## src/rtl/bird_pkg.sv

```systemverilog
// Shared constants and types for the bird collision detector.
package bird_pkg;

  // Object geometry: the bird sprite is an 8x8 grid of 8-pixel cells.
  localparam int unsigned OBJ_WIDTH  = 64;
  localparam int unsigned OBJ_HEIGHT = 64;

  // Datapath widths.
  localparam int unsigned POS_W  = 11;
  localparam int unsigned OFF_W  = 12;
  localparam int unsigned CNT_W  = 8;
  localparam int unsigned CODE_W = 4;

  // Edge codes: bit3=left, bit2=top, bit1=right, bit0=bottom.
  localparam logic [CODE_W-1:0] EDGE_NONE         = 4'h0;
  localparam logic [CODE_W-1:0] EDGE_BOTTOM       = 4'h1;
  localparam logic [CODE_W-1:0] EDGE_RIGHT        = 4'h2;
  localparam logic [CODE_W-1:0] EDGE_BOTTOM_RIGHT = 4'h3;
  localparam logic [CODE_W-1:0] EDGE_TOP          = 4'h4;
  localparam logic [CODE_W-1:0] EDGE_TOP_RIGHT    = 4'h6;
  localparam logic [CODE_W-1:0] EDGE_LEFT         = 4'h8;
  localparam logic [CODE_W-1:0] EDGE_BOTTOM_LEFT  = 4'h9;
  localparam logic [CODE_W-1:0] EDGE_TOP_LEFT     = 4'hC;

  // Per-frame hit emission state.
  typedef enum logic [1:0] {
    IDLE_ST      = 2'd0,
    SCAN_ST      = 2'd1,
    SATURATED_ST = 2'd2
  } bird_state_e;

endpackage : bird_pkg

```

## src/rtl/bird_edge_lut.sv

```systemverilog
// Maps the hit cell (row r, column c) of the 8x8 bird grid to an edge code.
// The diagonals mark corners; the four triangles between them mark sides.
module bird_edge_lut
  import bird_pkg::*;
(
  input  logic [2:0]        r,
  input  logic [2:0]        c,
  output logic [CODE_W-1:0] code
);

  logic [3:0] sum_c;

  // Classify the cell against the main and anti diagonals.
  always_comb begin
    sum_c = {1'b0, r} + {1'b0, c};
    code  = EDGE_NONE;
    if (r == c) begin
      code = (r <= 3'd3) ? EDGE_TOP_LEFT : EDGE_BOTTOM_RIGHT;
    end else if (sum_c == 4'd7) begin
      code = (r <= 3'd3) ? EDGE_TOP_RIGHT : EDGE_BOTTOM_LEFT;
    end else if (sum_c < 4'd7) begin
      code = (r < c) ? EDGE_TOP : EDGE_LEFT;
    end else begin
      code = (r > c) ? EDGE_BOTTOM : EDGE_RIGHT;
    end
  end

endmodule : bird_edge_lut

```

## src/rtl/bird_hit_detector.sv

```systemverilog
// Bird/obstacle collision detector with edge classification.
// Two-stage pipeline: stage 1 registers the pixel offset inside the bird box,
// stage 2 emits a one-clock collision pulse with its edge code.
// A per-frame FSM caps the number of pulses per frame.
// Optional macro BIRD_HIT_SUMMARY_EN enables the previous-frame summary
// outputs (frameHitCount, firstHitCode, firstHitValid); otherwise they are 0.
module bird_hit_detector
  import bird_pkg::*;
#(
  parameter int unsigned OBJECT_WIDTH_X     = OBJ_WIDTH,
  parameter int unsigned OBJECT_HIGHT_Y     = OBJ_HEIGHT,
  parameter int unsigned MAX_HITS_PER_FRAME = 255
) (
  input  logic                    clk,
  input  logic                    resetN,
  input  logic                    startOfFrame,
  input  logic [POS_W-1:0]        pixelX,
  input  logic [POS_W-1:0]        pixelY,
  input  logic signed [POS_W-1:0] birdTopLeftX,
  input  logic signed [POS_W-1:0] birdTopLeftY,
  input  logic                    birdDrawingRequest,
  input  logic                    obstacleDrawingRequest,
  output logic                    collision,
  output logic [CODE_W-1:0]       HitEdgeCode,
  output logic [CNT_W-1:0]        frameHitCount,
  output logic [CODE_W-1:0]       firstHitCode,
  output logic                    firstHitValid
);

  localparam logic [CNT_W-1:0] MAX_CNT = CNT_W'(MAX_HITS_PER_FRAME);

  // Stage 1 signals.
  logic signed [OFF_W-1:0] off_x_d, off_x_q;
  logic signed [OFF_W-1:0] off_y_d, off_y_q;
  logic                    in_x_c, in_y_c;
  logic                    hit1_d, hit1_q;

  // Stage 2 / FSM signals.
  bird_state_e             state_d, state_q;
  logic [CNT_W-1:0]        hit_cnt_d, hit_cnt_q;
  logic [CNT_W-1:0]        cnt_inc_c;
  logic                    collision_d, collision_q;
  logic [CODE_W-1:0]       edge_d, edge_q;
  logic [CODE_W-1:0]       lut_code_c;

  // Only the cell-index bits of the offsets feed the edge LUT.
  logic unused_off_bits;
  assign unused_off_bits = ^{off_x_q[OFF_W-1:6], off_x_q[2:0],
                             off_y_q[OFF_W-1:6], off_y_q[2:0]};

  // Offset of the scan pixel from the bird corner, and the in-box overlap test.
  always_comb begin
    off_x_d = {1'b0, pixelX} - {birdTopLeftX[POS_W-1], birdTopLeftX};
    off_y_d = {1'b0, pixelY} - {birdTopLeftY[POS_W-1], birdTopLeftY};
    in_x_c  = !off_x_d[OFF_W-1] && (off_x_d[OFF_W-2:0] < POS_W'(OBJECT_WIDTH_X));
    in_y_c  = !off_y_d[OFF_W-1] && (off_y_d[OFF_W-2:0] < POS_W'(OBJECT_HIGHT_Y));
    hit1_d  = birdDrawingRequest && obstacleDrawingRequest && in_x_c && in_y_c;
  end

  // Stage 1 register; a frame start flushes the hit in this stage.
  always_ff @(posedge clk or negedge resetN) begin
    if (!resetN) begin
      off_x_q <= '0;
      off_y_q <= '0;
      hit1_q  <= 1'b0;
    end else begin
      off_x_q <= off_x_d;
      off_y_q <= off_y_d;
      hit1_q  <= startOfFrame ? 1'b0 : hit1_d;
    end
  end

  bird_edge_lut u_edge_lut (
    .r    (off_y_q[5:3]),
    .c    (off_x_q[5:3]),
    .code (lut_code_c)
  );

  assign cnt_inc_c = hit_cnt_q + CNT_W'(1);

  // Frame FSM: gates stage-2 pulses, counts them and saturates at the cap.
  always_comb begin
    state_d     = state_q;
    hit_cnt_d   = hit_cnt_q;
    collision_d = 1'b0;
    unique case (state_q)
      IDLE_ST: begin
        if (startOfFrame) begin
          state_d   = SCAN_ST;
          hit_cnt_d = '0;
        end
      end
      SCAN_ST: begin
        if (startOfFrame) begin
          hit_cnt_d = '0;
        end else if (hit1_q) begin
          collision_d = 1'b1;
          hit_cnt_d   = cnt_inc_c;
          if (cnt_inc_c >= MAX_CNT) begin
            state_d = SATURATED_ST;
          end
        end
      end
      SATURATED_ST: begin
        if (startOfFrame) begin
          state_d   = SCAN_ST;
          hit_cnt_d = '0;
        end
      end
      default: begin
        state_d   = IDLE_ST;
        hit_cnt_d = '0;
      end
    endcase
    edge_d = collision_d ? lut_code_c : EDGE_NONE;
  end

  // Stage 2 and FSM registers.
  always_ff @(posedge clk or negedge resetN) begin
    if (!resetN) begin
      state_q     <= IDLE_ST;
      hit_cnt_q   <= '0;
      collision_q <= 1'b0;
      edge_q      <= EDGE_NONE;
    end else begin
      state_q     <= state_d;
      hit_cnt_q   <= hit_cnt_d;
      collision_q <= collision_d;
      edge_q      <= edge_d;
    end
  end

  assign collision   = collision_q;
  assign HitEdgeCode = edge_q;

`ifdef BIRD_HIT_SUMMARY_EN
  logic [CODE_W-1:0] cur_first_code_q;
  logic              cur_first_valid_q;
  logic [CNT_W-1:0]  frame_cnt_q;
  logic [CODE_W-1:0] first_code_q;
  logic              first_valid_q;

  // Capture the first emitted pulse of the running frame.
  always_ff @(posedge clk or negedge resetN) begin
    if (!resetN) begin
      cur_first_code_q  <= EDGE_NONE;
      cur_first_valid_q <= 1'b0;
    end else if (startOfFrame) begin
      cur_first_code_q  <= EDGE_NONE;
      cur_first_valid_q <= 1'b0;
    end else if (collision_d && !cur_first_valid_q) begin
      cur_first_code_q  <= edge_d;
      cur_first_valid_q <= 1'b1;
    end
  end

  // Publish the ending frame's totals at each frame start.
  always_ff @(posedge clk or negedge resetN) begin
    if (!resetN) begin
      frame_cnt_q   <= '0;
      first_code_q  <= EDGE_NONE;
      first_valid_q <= 1'b0;
    end else if (startOfFrame) begin
      frame_cnt_q   <= hit_cnt_q;
      first_code_q  <= cur_first_code_q;
      first_valid_q <= cur_first_valid_q;
    end
  end

  assign frameHitCount = frame_cnt_q;
  assign firstHitCode  = first_code_q;
  assign firstHitValid = first_valid_q;
`else
  assign frameHitCount = '0;
  assign firstHitCode  = EDGE_NONE;
  assign firstHitValid = 1'b0;
`endif

endmodule : bird_hit_detector

```

## config.mk

```make
export PLATFORM = sky130hd
export DESIGN_NAME = bird_hit_detector
export DESIGN_NICKNAME = d
export VERILOG_FILES = /design/src/rtl/bird_pkg.sv /design/src/rtl/bird_edge_lut.sv /design/src/rtl/bird_hit_detector.sv
export SDC_FILE = /design/constraint.sdc
export NUM_CORES = 1
export LEC_CHECK = 0
export BUFFER_PORTS_ARGS = -buffer_cell sky130_fd_sc_hd__buf_2
export CAP_MARGIN = 20
export CORE_UTILIZATION = 47
export DETAILED_ROUTE_END_ITERATION = 6
export PLACE_DENSITY = 0.76
export SYNTH_ARGS = -nofsm -noshare
export SYNTH_HDL_FRONTEND = slang
export SYNTH_SLANG_ARGS = --single-unit
```

## constraint.sdc

```tcl
create_clock -name clk -period 2 [get_ports clk]
set_input_delay 0.2 -clock clk [delete_from_list [all_inputs] [get_ports clk]]
set_output_delay 0.2 -clock clk [all_outputs]
set_load 0.02 [all_outputs]
```

==> results of run 1 <==
[critical path, delay by kind of cell (launching register included)]
family                   cells  cell delay, ns
AND/OR/NAND/NOR              4            0.68
flip-flops                   1            0.39
buffers and inverters        1            0.05
adder cells (fa/ha/maj)      2            0.62
AO/OA/AOI/OAI                1            0.15
[logic make-up (layout without fill, tap and decap cells)]
logic type	after synthesis	in the layout	synth area share [%]
compound gates	64	64	20.8
xor+xnor	8	8	3.34
fa+ha+maj	29	29	17.6
buf+inv	51	107	11.4
flops	22	22	26.2
mux	2	2	1.01
other cells	1	13	0.179
simple gates	85	85	19.4
[worst min path at each step]
stage	start	end	slack [ns]
2_1_floorplan	resetN	HitEdgeCode[0]$_DFF_PN0_	-0.1
3_5_place_dp	resetN	HitEdgeCode[0]$_DFF_PN0_	0.19
3_3_place_gp	resetN	HitEdgeCode[0]$_DFF_PN0_	0.18
5_1_grt	startOfFrame	hit_cnt_q[4]$_DFFE_PN0P_	0.19
6_report	startOfFrame	hit_cnt_q[4]$_DFFE_PN0P_	0.17
4_1_cts	startOfFrame	hit_cnt_q[4]$_DFFE_PN0P_	0.16
[per-stage QoR]
| step | hold WS [ns] | std cells | utilization (%) | power (mW) | area (um^2) |
|---|---|---|---|---|---|
| final | 0.171 | 380 | 61.5 | 1.40 | 2550 |
| after global routing | 0.188 | 380 | 61.5 | 1.53 | 2550 |
| after CTS | 0.161 | 378 | 60.8 | 1.39 | 2520 |
| after detailed placement | 0.189 | 373 | 59.1 | 1.09 | 2450 |
| after global placement | 0.183 | 373 | 59.1 | 1.07 | 2450 |
| after floorplan | -0.0956 | 274 | - | 0.945 | 2140 |
[synth_stat cells, drive strengths merged, types with 3 or more instances]
| library cell | instances |
|---|---|
| nand2 | 24 |
| o21a | 3 |
| a21oi | 21 |
| or3 | 3 |
| dfrtp | 22 |
| nor3 | 7 |
| ha | 28 |
| xor2 | 4 |
| nor2 | 27 |
| and3 | 5 |
| xnor2 | 4 |
| nand3 | 6 |
| buf | 13 |
| o21ai | 17 |
| inv | 36 |
| nand2b | 3 |
| nand4 | 3 |
[flip-flops by register name, summed over array words and instances (netlist names)]
| register | flops |
|---|---|
| hit_cnt_q | 8 |
| HitEdgeCode | 4 |
| off_y_q | 3 |
| off_x_q | 3 |
| hit1_q | 1 |
| collision | 1 |
| state_q | 2 |
[what timing repair did]
action	CTS	global route
endpoints found under the hold margin	22	0
hold buffers	1	0
gates resized for setup	3	5
gates cloned	0	0
setup endpoints to repair	3	6
setup buffers	1	2
pin swaps	2	8
[per-layer routing]
layer | vias to the layer above | global-route usage, % | part of all wire, %
met5 | - | 0 | 0
met4 | 0 | 4.59 | 1.0
met3 | 5 | 3.13 | 3.3
met2 | 43 | 39.2 | 53
met1 | 893 | 22.0 | 42
li1 | 1025 | - | -
[layout make-up]
type / count / area [um^2] / area share [%]
Clock buffer: 3 / 41.3 / 1.62
Inverter: 36 / 135 / 5.30
Multi-Input combinational cell: 201 / 1380 / 54.1
Sequential cell: 22 / 551 / 21.6
Tap cell: 50 / 62.6 / 2.45
Timing Repair Buffer: 68 / 380 / 14.9
[report_power, final]
part | internal [mW] | switching, mW | leakage, nW | total, mW
registers | 0.473 | 0.0233 | 0.288 | 0.496
logic | 0.301 | 0.336 | 1.07 | 0.638
clock network | 0.134 | 0.129 | 0.0216 | 0.263
==> metrics.cfg, run 1 <==
[status]
status=completed

[yosys]
synth.distinct_cells=51
synth-seq-cells=22
synth_top_area_share_pct=26.2
yosysWarnings=0
syn_inst=262
synthFlopType=dfrtp_1
synth.area.top_cells=dfrtp_1 26%, ha_1 17%, inv_1 6.4%
yosysTopAreaCell=dfrtp_1
syn_avg_cell_area_um2=8.01
synth_edf_count=0
yosysSeqAreaShare_pct=26.2
async_reset_ff_share_pct=100
syn_area_um2=2100

[placement]
post-place-ws_ns=-0.0286
hpwlAfterDp_um=3410
port_buffers=53
routabilityCongestion=0.772

[pwr]
leakagePower_nw=1.38
ir_drop_mv=0.247
p_per_area_nw_per_um2=548

[critical_path]
ff2ff_path_depth=8
crit_path_start_kind=register
critPathCapture=HitEdgeCode[2]$_DFF_PN0_
crit_required_ns=2.19
crit_path_end_kind=register
regToRegStartpoint=off_y_q[3]$_DFF_PN0_
r2r_end=HitEdgeCode[2]$_DFF_PN0_
crit_path_start=off_y_q[3]$_DFF_PN0_
slowest_delay_ns=0.42
criticalPathCategory=register to register
rrSetupSlack_ns=0.04
critPathMaxFanout=3
critPathArrivalTime_ns=2.14
crit_slowest_cell=fa_2
path_cells=ha_2 > inv_2 > fa_2 > or3_4 > nor2_4 > nor2_2 > o32a_1 > nor2_1

[timing]
clock_skew_ns=0.00581
hold_violations=0
min_period_ns=1.96
layout_setup_ws_ns=0.0410
fmax_ghz=0.510
max_slew_margin_pct=64.1
worst_slew_pin_slew_ns=0.537
fin_setup_tns_ns=0
grt_setup_unrepaired=yes
setup_violations=0
slew_violations=0
period_share_pct=97.9

[hold_path]
min_path_type=input pin to register
hold_depth=2

[grt]
grt_usage_pct=19.9
grt_remaining_overflow=0
antenna_found_initial=0
grt_pass1_wl_um=7150
grt_pass1_vias=1795
grt_max_degree=23

[flow_run]
maxCapViolCount=0

[cells_and_area]
n_antenna_cell=0
nets=410
final_cell_mix=53 x buf_2, 35 x inv_1, 27 x ha_1
area.growth.synth_to_final_pct=21.5
fillCellCount=407
layout_commonest_cell=buf_2
drive_gt1_share_pct=25.5

[clocking]
cts_made_buffers=3
h-tree-depth=1
clockBufferDepth=2
clock_latency_ns=0.26
numClockSinks=22
root_buffer=clkbuf_8
cts_tree=done
path_clk_slew_ns=0.07

[die]
dieArea_um2=4740
initial_utilization_pct=50.7
die_w_um=68.8
die_h_um=68.8
pin_count=67
fp-row-count=23
core_area_um2=4140

[route]
routedWlPerCell_um=10.8
drtPass1Iterations=4
dr.first_iter.drc_count=37
vias=1966
via_per_inst=5.17
route.detailed.drc=0
detail-route-antenna-nets=0
drt_wl_total_um=4110

(Power assumes the default switching activity.)
==> run 2, diff against run 1 <==
==> constraint.sdc (replaced) <==
create_clock -name clk -period 2 [get_ports clk]
set_input_delay 0.5 -clock clk [delete_from_list [all_inputs] [get_ports clk]]
set_output_delay 0.5 -clock clk [all_outputs]
set_load 0.02 [all_outputs]
==> run 2 against run 1 <==
Against the previous run:
- clock power grew 59%
- utilization rose by 5.5 points
- final cell count grew 3.2%
- critical endpoint is now hit1_q$_DFF_PN0_
- largest power group unchanged
==> metrics.cfg, run 2 (same netlist as run 1, synthesis figures left out) <==
[route]
drt_wl_total_um=4280  ; was 4110 um
route.detailed.drc=0  ; unchanged
routedWlPerCell_um=10.9  ; was 10.8 um
detail-route-antenna-nets=0  ; unchanged
via_per_inst=5.10  ; was 5.17
drtPass1Iterations=6  ; was 4
vias=2000  ; was 1966
dr.first_iter.drc_count=80  ; was 37

[pwr]
comb_power_share_pct=43.4  ; was 45.6%
leakagePower_nw=1.46  ; was 1.38 nW
p_total_mw=1.62  ; was 1.40 mW
internal_power_mw=1.08  ; was 0.908 mW
power_frac_seq_pct=30.8  ; was 35.5%
ir_drop_mv=0.287  ; was 0.247 mV
p_per_area_nw_per_um2=581  ; was 548 nW/um^2
switching_share_pct=33.1  ; was 35.0%
clkPwrFrac_pct=25.8  ; was 18.8%
p_switching_mw=0.534  ; was 0.488 mW

[die]
die_h_um=68.8  ; unchanged
dieArea_um2=4740  ; unchanged
fp-row-count=23  ; unchanged
die_w_um=68.8  ; unchanged
core_area_um2=4140  ; unchanged
pin_count=67  ; unchanged
initial_utilization_pct=50.7  ; unchanged

[timing]
slew_violations=0  ; unchanged
fmax_ghz=0.511  ; was 0.510 GHz
whs_ns=0.177  ; was 0.171 ns
grt_setup_unrepaired=yes  ; unchanged
hold_violations=0  ; unchanged
clock_skew_ns=0.00321  ; was 0.00581 ns
setup_violations=0  ; unchanged
period_share_pct=97.8  ; was 97.9%
min_period_ns=1.96  ; about the same

[placement]
port_buffers=53  ; unchanged
placed_cells=385  ; was 373
place_area_um2=2640  ; was 2450 um^2
hpwlAfterDp_um=3550  ; was 3410 um
routabilityCongestion=0.805  ; was 0.772

[critical_path]
path_cells=buf_6 > inv_4 > ha_4 > a2111oi_4 > nor3b_2 > o21a_1 > o311ai_2 > o21ai_1 > nor4_1  ; was ha_2 > inv_2 > fa_2 > or3_4 > nor2_4 > nor2_2 > o32a_1 > nor2_1
crit_path_start_kind=input pin  ; was register
crit_path_end_kind=register  ; unchanged
rrSetupSlack_ns=0.05  ; was 0.04 ns
slowest_delay_ns=0.33  ; was 0.42 ns
ff2ff_path_depth=8  ; unchanged
crit_required_ns=2.17  ; was 2.19 ns
regToRegStartpoint=off_y_q[3]$_DFF_PN0_  ; unchanged
critPathMaxFanout=2  ; was 3
crit_slowest_cell=a2111oi_4  ; was fa_2
criticalPathCategory=input pin to register  ; was register to register
r2r_end=HitEdgeCode[3]$_DFF_PN0_  ; was HitEdgeCode[2]$_DFF_PN0_
critPathArrivalTime_ns=2.13  ; was 2.14 ns

[grt]
grt_max_degree=23  ; unchanged
grt_usage_pct=19.3  ; was 19.9%
grt_pass1_vias=1802  ; was 1795
grt_remaining_overflow=0  ; unchanged
grt_pass1_wl_um=7020  ; was 7150 um
antenna_found_initial=0  ; unchanged

[cells_and_area]
final_core_util_pct=67.1  ; was 61.5%
largest_reg_flops=8  ; unchanged
nets=421  ; was 410
drive_gt1_share_pct=33.0  ; was 25.5%
fillCellCount=358  ; was 407
fin_area_um2=2780  ; was 2550 um^2
final_cell_mix=52 x buf_2, 32 x inv_1, 26 x buf_4  ; was 53 x buf_2, 35 x inv_1, 27 x ha_1
area.growth.synth_to_final_pct=32.4  ; was 21.5%
max_flop_register=hit_cnt_q  ; unchanged
layout_commonest_cell=buf_2  ; unchanged
n_antenna_cell=0  ; unchanged
instances_no_fill=392  ; was 380

[clocking]
cts_hold_buf=0  ; was 1
cts_made_buffers=3  ; unchanged
numClockSinks=22  ; unchanged
root_buffer=clkbuf_8  ; unchanged
clock_latency_ns=0.27  ; was 0.26 ns
cts_tree=done  ; unchanged
path_clk_slew_ns=0.08  ; was 0.07 ns
clockBufferDepth=2  ; unchanged
h-tree-depth=1  ; unchanged

[hold_path]
min_path_type=input pin to asynchronous set/reset pin  ; was input pin to register

[status]
status=completed  ; unchanged

[flow_run]
maxCapViolCount=0  ; unchanged

run 2: cell count changes in the layout (fill, tap and decap cells not counted), moves of 2 or more:
cell | before | now
a21oi_1 | 20 | 18
a21oi_2 | 1 | 3
buf_4 | 14 | 26
ha_1 | 27 | 21
ha_4 | 0 | 6
inv_1 | 35 | 32
inv_4 | 0 | 2
run 2: layer usage:
metal | global-route usage, % | part of all wire [%] | routed length, um
met5 | 0 | 0 | 0
met4 | 5.61 | 0.98 | 42
met3 | 2.30 | 2.7 | 116
met2 | 37.1 | 53 | 2260
met1 | 21.9 | 43 | 1860
run 2: critical path: cells and delay by family:
| kind | cells | cell delay [ns] |
|---|---|---|
| compound gates | 4 | 0.90 |
| fa+ha+maj | 1 | 0.20 |
| buf+inv | 2 | 0.14 |
| simple gates | 2 | 0.38 |
run 2: through the flow:
step,TNS [ns],setup WS (ns)
floorplan,-0.0187,-0.0187
global placement,-0.239,-0.239
detailed placement,-0.400,-0.265
CTS,0,0.00888
global route,-0.199,-0.127
finish,0,0.0437
run 2: repair_timing:
action | CTS | global route
endpoints found under the setup margin | 4 | 6
pin swaps | 0 | 13
resized for setup | 3 | 11
setup buffers | 0 | 3
run 2: power groups by stage:
stage / Sequential, mW / Combinational, mW / Clock [mW]
4_1_cts: 0.497 / 0.661 / 0.418
6_report: 0.498 / 0.701 / 0.418
5_1_grt: 0.503 / 0.783 / 0.433
3_3_place_gp: 0.503 / 0.623 / 0
2_1_floorplan: 0.499 / 0.471 / 0
3_5_place_dp: 0.505 / 0.642 / 0
run 2: how the worst max path moves through the flow:
stage | startpoint | endpoint
2_1_floorplan | birdTopLeftX[1] | hit1_q$_DFF_PN0_
3_3_place_gp | birdTopLeftX[1] | hit1_q$_DFF_PN0_
3_5_place_dp | birdTopLeftX[1] | hit1_q$_DFF_PN0_
4_1_cts | off_x_q[3]$_DFF_PN0_ | HitEdgeCode[0]$_DFF_PN0_
5_1_grt | birdTopLeftX[1] | hit1_q$_DFF_PN0_
6_report | birdTopLeftX[1] | hit1_q$_DFF_PN0_
run 2: cell type report:
cell class	count	area (um^2)	area share, %
inverter	36	140	5.04
sequential	22	551	19.8
clock buffer	3	41.3	1.49
timing repair buffer	79	467	16.8
multi-input combinational	201	1490	53.5
tap	50	62.6	2.25
clock inverter	1	30.0	1.08
==> run 3, diff against run 2 <==
--- a/config.mk
+++ b/config.mk
@@ -7,9 +7,9 @@
 export LEC_CHECK = 0
 export BUFFER_PORTS_ARGS = -buffer_cell sky130_fd_sc_hd__buf_2
 export CAP_MARGIN = 20
-export CORE_UTILIZATION = 47
+export CORE_UTILIZATION = 50
 export DETAILED_ROUTE_END_ITERATION = 6
-export PLACE_DENSITY = 0.76
+export PLACE_DENSITY = 0.77
 export SYNTH_ARGS = -nofsm -noshare
 export SYNTH_HDL_FRONTEND = slang
 export SYNTH_SLANG_ARGS = --single-unit
==> constraint.sdc (replaced) <==
create_clock -name clk -period 2.3 [get_ports clk]
set_input_delay 0.575 -clock clk [delete_from_list [all_inputs] [get_ports clk]]
set_output_delay 0.575 -clock clk [all_outputs]
set_load 0.02 [all_outputs]
==> run 3 against run 2 <==
Against the previous run:
- clock skew grew 0.00093 ns
- critical path type unchanged
- combinational power shrank 26%
- count of clock-buffer cells in the layout did not move
- wire length down 6.2%
- first-iteration DRC count grew 44%
- register-to-register slack improved by 0.21 ns
- critical path depth decreased by 1
- final cell count fell by 2.3%
- die area is 5.8% lower
- sequential cell count unchanged
- hold slack better by 0.088 ns
- critical endpoint unchanged
==> metrics.cfg, run 3 (same netlist as run 1, synthesis figures left out) <==
[critical_path]
crit_path_end_kind=register  ; unchanged
criticalPathCategory=input pin to register  ; unchanged
regToRegStartpoint=off_x_q[3]$_DFF_PN0_  ; was off_y_q[3]$_DFF_PN0_
r2r_end=HitEdgeCode[0]$_DFF_PN0_  ; was HitEdgeCode[3]$_DFF_PN0_
rrSetupSlack_ns=0.26  ; was 0.05 ns
crit_required_ns=2.47  ; was 2.17 ns
critPathMaxFanout=2  ; unchanged
crit_path_start_kind=input pin  ; unchanged
ff2ff_path_depth=8  ; unchanged
crit_path_start=pixelX[1]  ; was birdTopLeftX[1]
critPathArrivalTime_ns=2.30  ; was 2.13 ns

[cells_and_area]
final_cell_mix=53 x buf_2, 36 x inv_1, 28 x ha_1  ; was 52 x buf_2, 32 x inv_1, 26 x buf_4
fin_area_um2=2580  ; was 2780 um^2
fillCellCount=357  ; was 358
max_flop_register=hit_cnt_q  ; unchanged
area.growth.synth_to_final_pct=22.7  ; was 32.4%
layout_commonest_cell=buf_2  ; unchanged
nets=412  ; was 421
final_core_util_pct=63.9  ; was 67.1%
n_antenna_cell=0  ; unchanged
drive_gt1_share_pct=24.9  ; was 33.0%
largest_reg_flops=8  ; unchanged

[timing]
slew_violations=0  ; unchanged
min_period_ns=2.13
clock_skew_ns=0.00414  ; was 0.00321 ns
fmax_ghz=0.469
worst_slew_pin_slew_ns=0.558
setup_violations=0  ; unchanged
period_share_pct=92.6
whs_ns=0.265  ; was 0.177 ns
hold_violations=0  ; unchanged
max_slew_margin_pct=62.7

[die]
initial_utilization_pct=52.1  ; was 50.7%
die_w_um=66.8  ; was 68.8 um
core_area_um2=4030  ; was 4140 um^2
die_h_um=66.8  ; was 68.8 um
pin_count=67  ; unchanged
dieArea_um2=4460  ; was 4740 um^2
fp-row-count=23  ; unchanged

[clocking]
clockBufferDepth=2  ; unchanged
cts_hold_buf=0  ; unchanged
clock_latency_ns=0.26  ; was 0.27 ns
cts_resized=0  ; was 3
cts_tree=done  ; unchanged
numClockSinks=22  ; unchanged
root_buffer=clkbuf_8  ; unchanged
cts_made_buffers=3  ; unchanged
path_clk_slew_ns=0.08  ; about the same
h-tree-depth=1  ; unchanged
cts_setup_buffers=0  ; unchanged

[grt]
grt_remaining_overflow=0  ; unchanged
grt_pass1_vias=1751  ; was 1802
grt_usage_pct=18.7  ; was 19.3%
grt_max_degree=23  ; unchanged
antenna_found_initial=0  ; unchanged
grt_pass1_wl_um=6720  ; was 7020 um

[route]
route.detailed.drc=0  ; unchanged
routedWlPerCell_um=10.5  ; was 10.9 um
detail-route-antenna-nets=0  ; unchanged
via_per_inst=5.13  ; was 5.10
drt_wl_total_um=4010  ; was 4280 um
vias=1964  ; was 2000
drtPass1Iterations=4  ; was 6
dr.first_iter.drc_count=115  ; was 80

[placement]
routabilityCongestion=0.802  ; was 0.805
port_buffers=53  ; unchanged
hpwlAfterDp_um=3440  ; was 3550 um
place_area_um2=2490  ; was 2640 um^2

[status]
status=completed  ; unchanged

[flow_run]
maxCapViolCount=0  ; unchanged

[pwr]
leakagePower_nw=1.41  ; was 1.46 nW
p_per_area_nw_per_um2=506  ; was 581 nW/um^2
ir_drop_mv=0.246  ; was 0.287 mV

[hold_path]
min_path_type=input pin to asynchronous set/reset pin  ; unchanged

-- run 3: worst max-delay path by stage --
| stage | slack (ns) | cells after the start | end |
|---|---|---|---|
| floorplan | 0.11 | 9 | hit1_q$_DFF_PN0_ |
| global placement | -0.06 | 8 | hit1_q$_DFF_PN0_ |
| global route | -0.01 | 10 | hit1_q$_DFF_PN0_ |
| detailed placement | -0.08 | 8 | hit1_q$_DFF_PN0_ |
| finish | 0.17 | 8 | hit1_q$_DFF_PN0_ |
| CTS | 0.19 | 8 | hit1_q$_DFF_PN0_ |
-- run 3: power breakdown --
part	internal, mW	switching (mW)	leakage, nW
sequential	0.411	0.0197	0.288
combinational	0.245	0.277	1.08
clock	0.232	0.119	0.0357
-- run 3: metrics by stage --
stage	setup slack, ns	std cells	total power, mW	setup TNS, ns
floorplan	0.110	274	0.822	0
global route	-0.0134	383	1.40	-0.0134
global placement	-0.0574	379	0.944	-0.0574
CTS	0.190	383	1.31	0
detailed placement	-0.0773	379	0.959	-0.0773
finish	0.170	383	1.30	0
-- run 3: final cells by class --
type                       instances  area, um^2  share of cell area (%)
clock buffer                       3        41.3                    1.60
clock inverter                     1        30.0                    1.17
inverter                          36         135                    5.25
multi-input combinational        201        1360                    52.9
sequential                        22         551                    21.4
tap                               50        62.6                    2.43
timing repair buffer              70         393                    15.3
-- run 3: layer usage --
| layer | GRT usage (%) | vias to the layer above | share of wire, % |
|---|---|---|---|
| met2 | 35.1 | 37 | 50 |
| li1 | - | 1035 | - |
| met5 | 0 | - | 0 |
| met4 | 3.99 | 0 | 0.60 |
| met3 | 1.03 | 4 | 2.3 |
| met1 | 23.1 | 888 | 47 |
-- run 3: worst max-delay path, cell delays in order --
cell	delay (ns)
buf_2	0.10
ha_1	0.32
a2111oi_4	0.33
nor3b_1	0.12
o21a_1	0.19
o311ai_1	0.24
o21ai_0	0.17
nor4_2	0.25
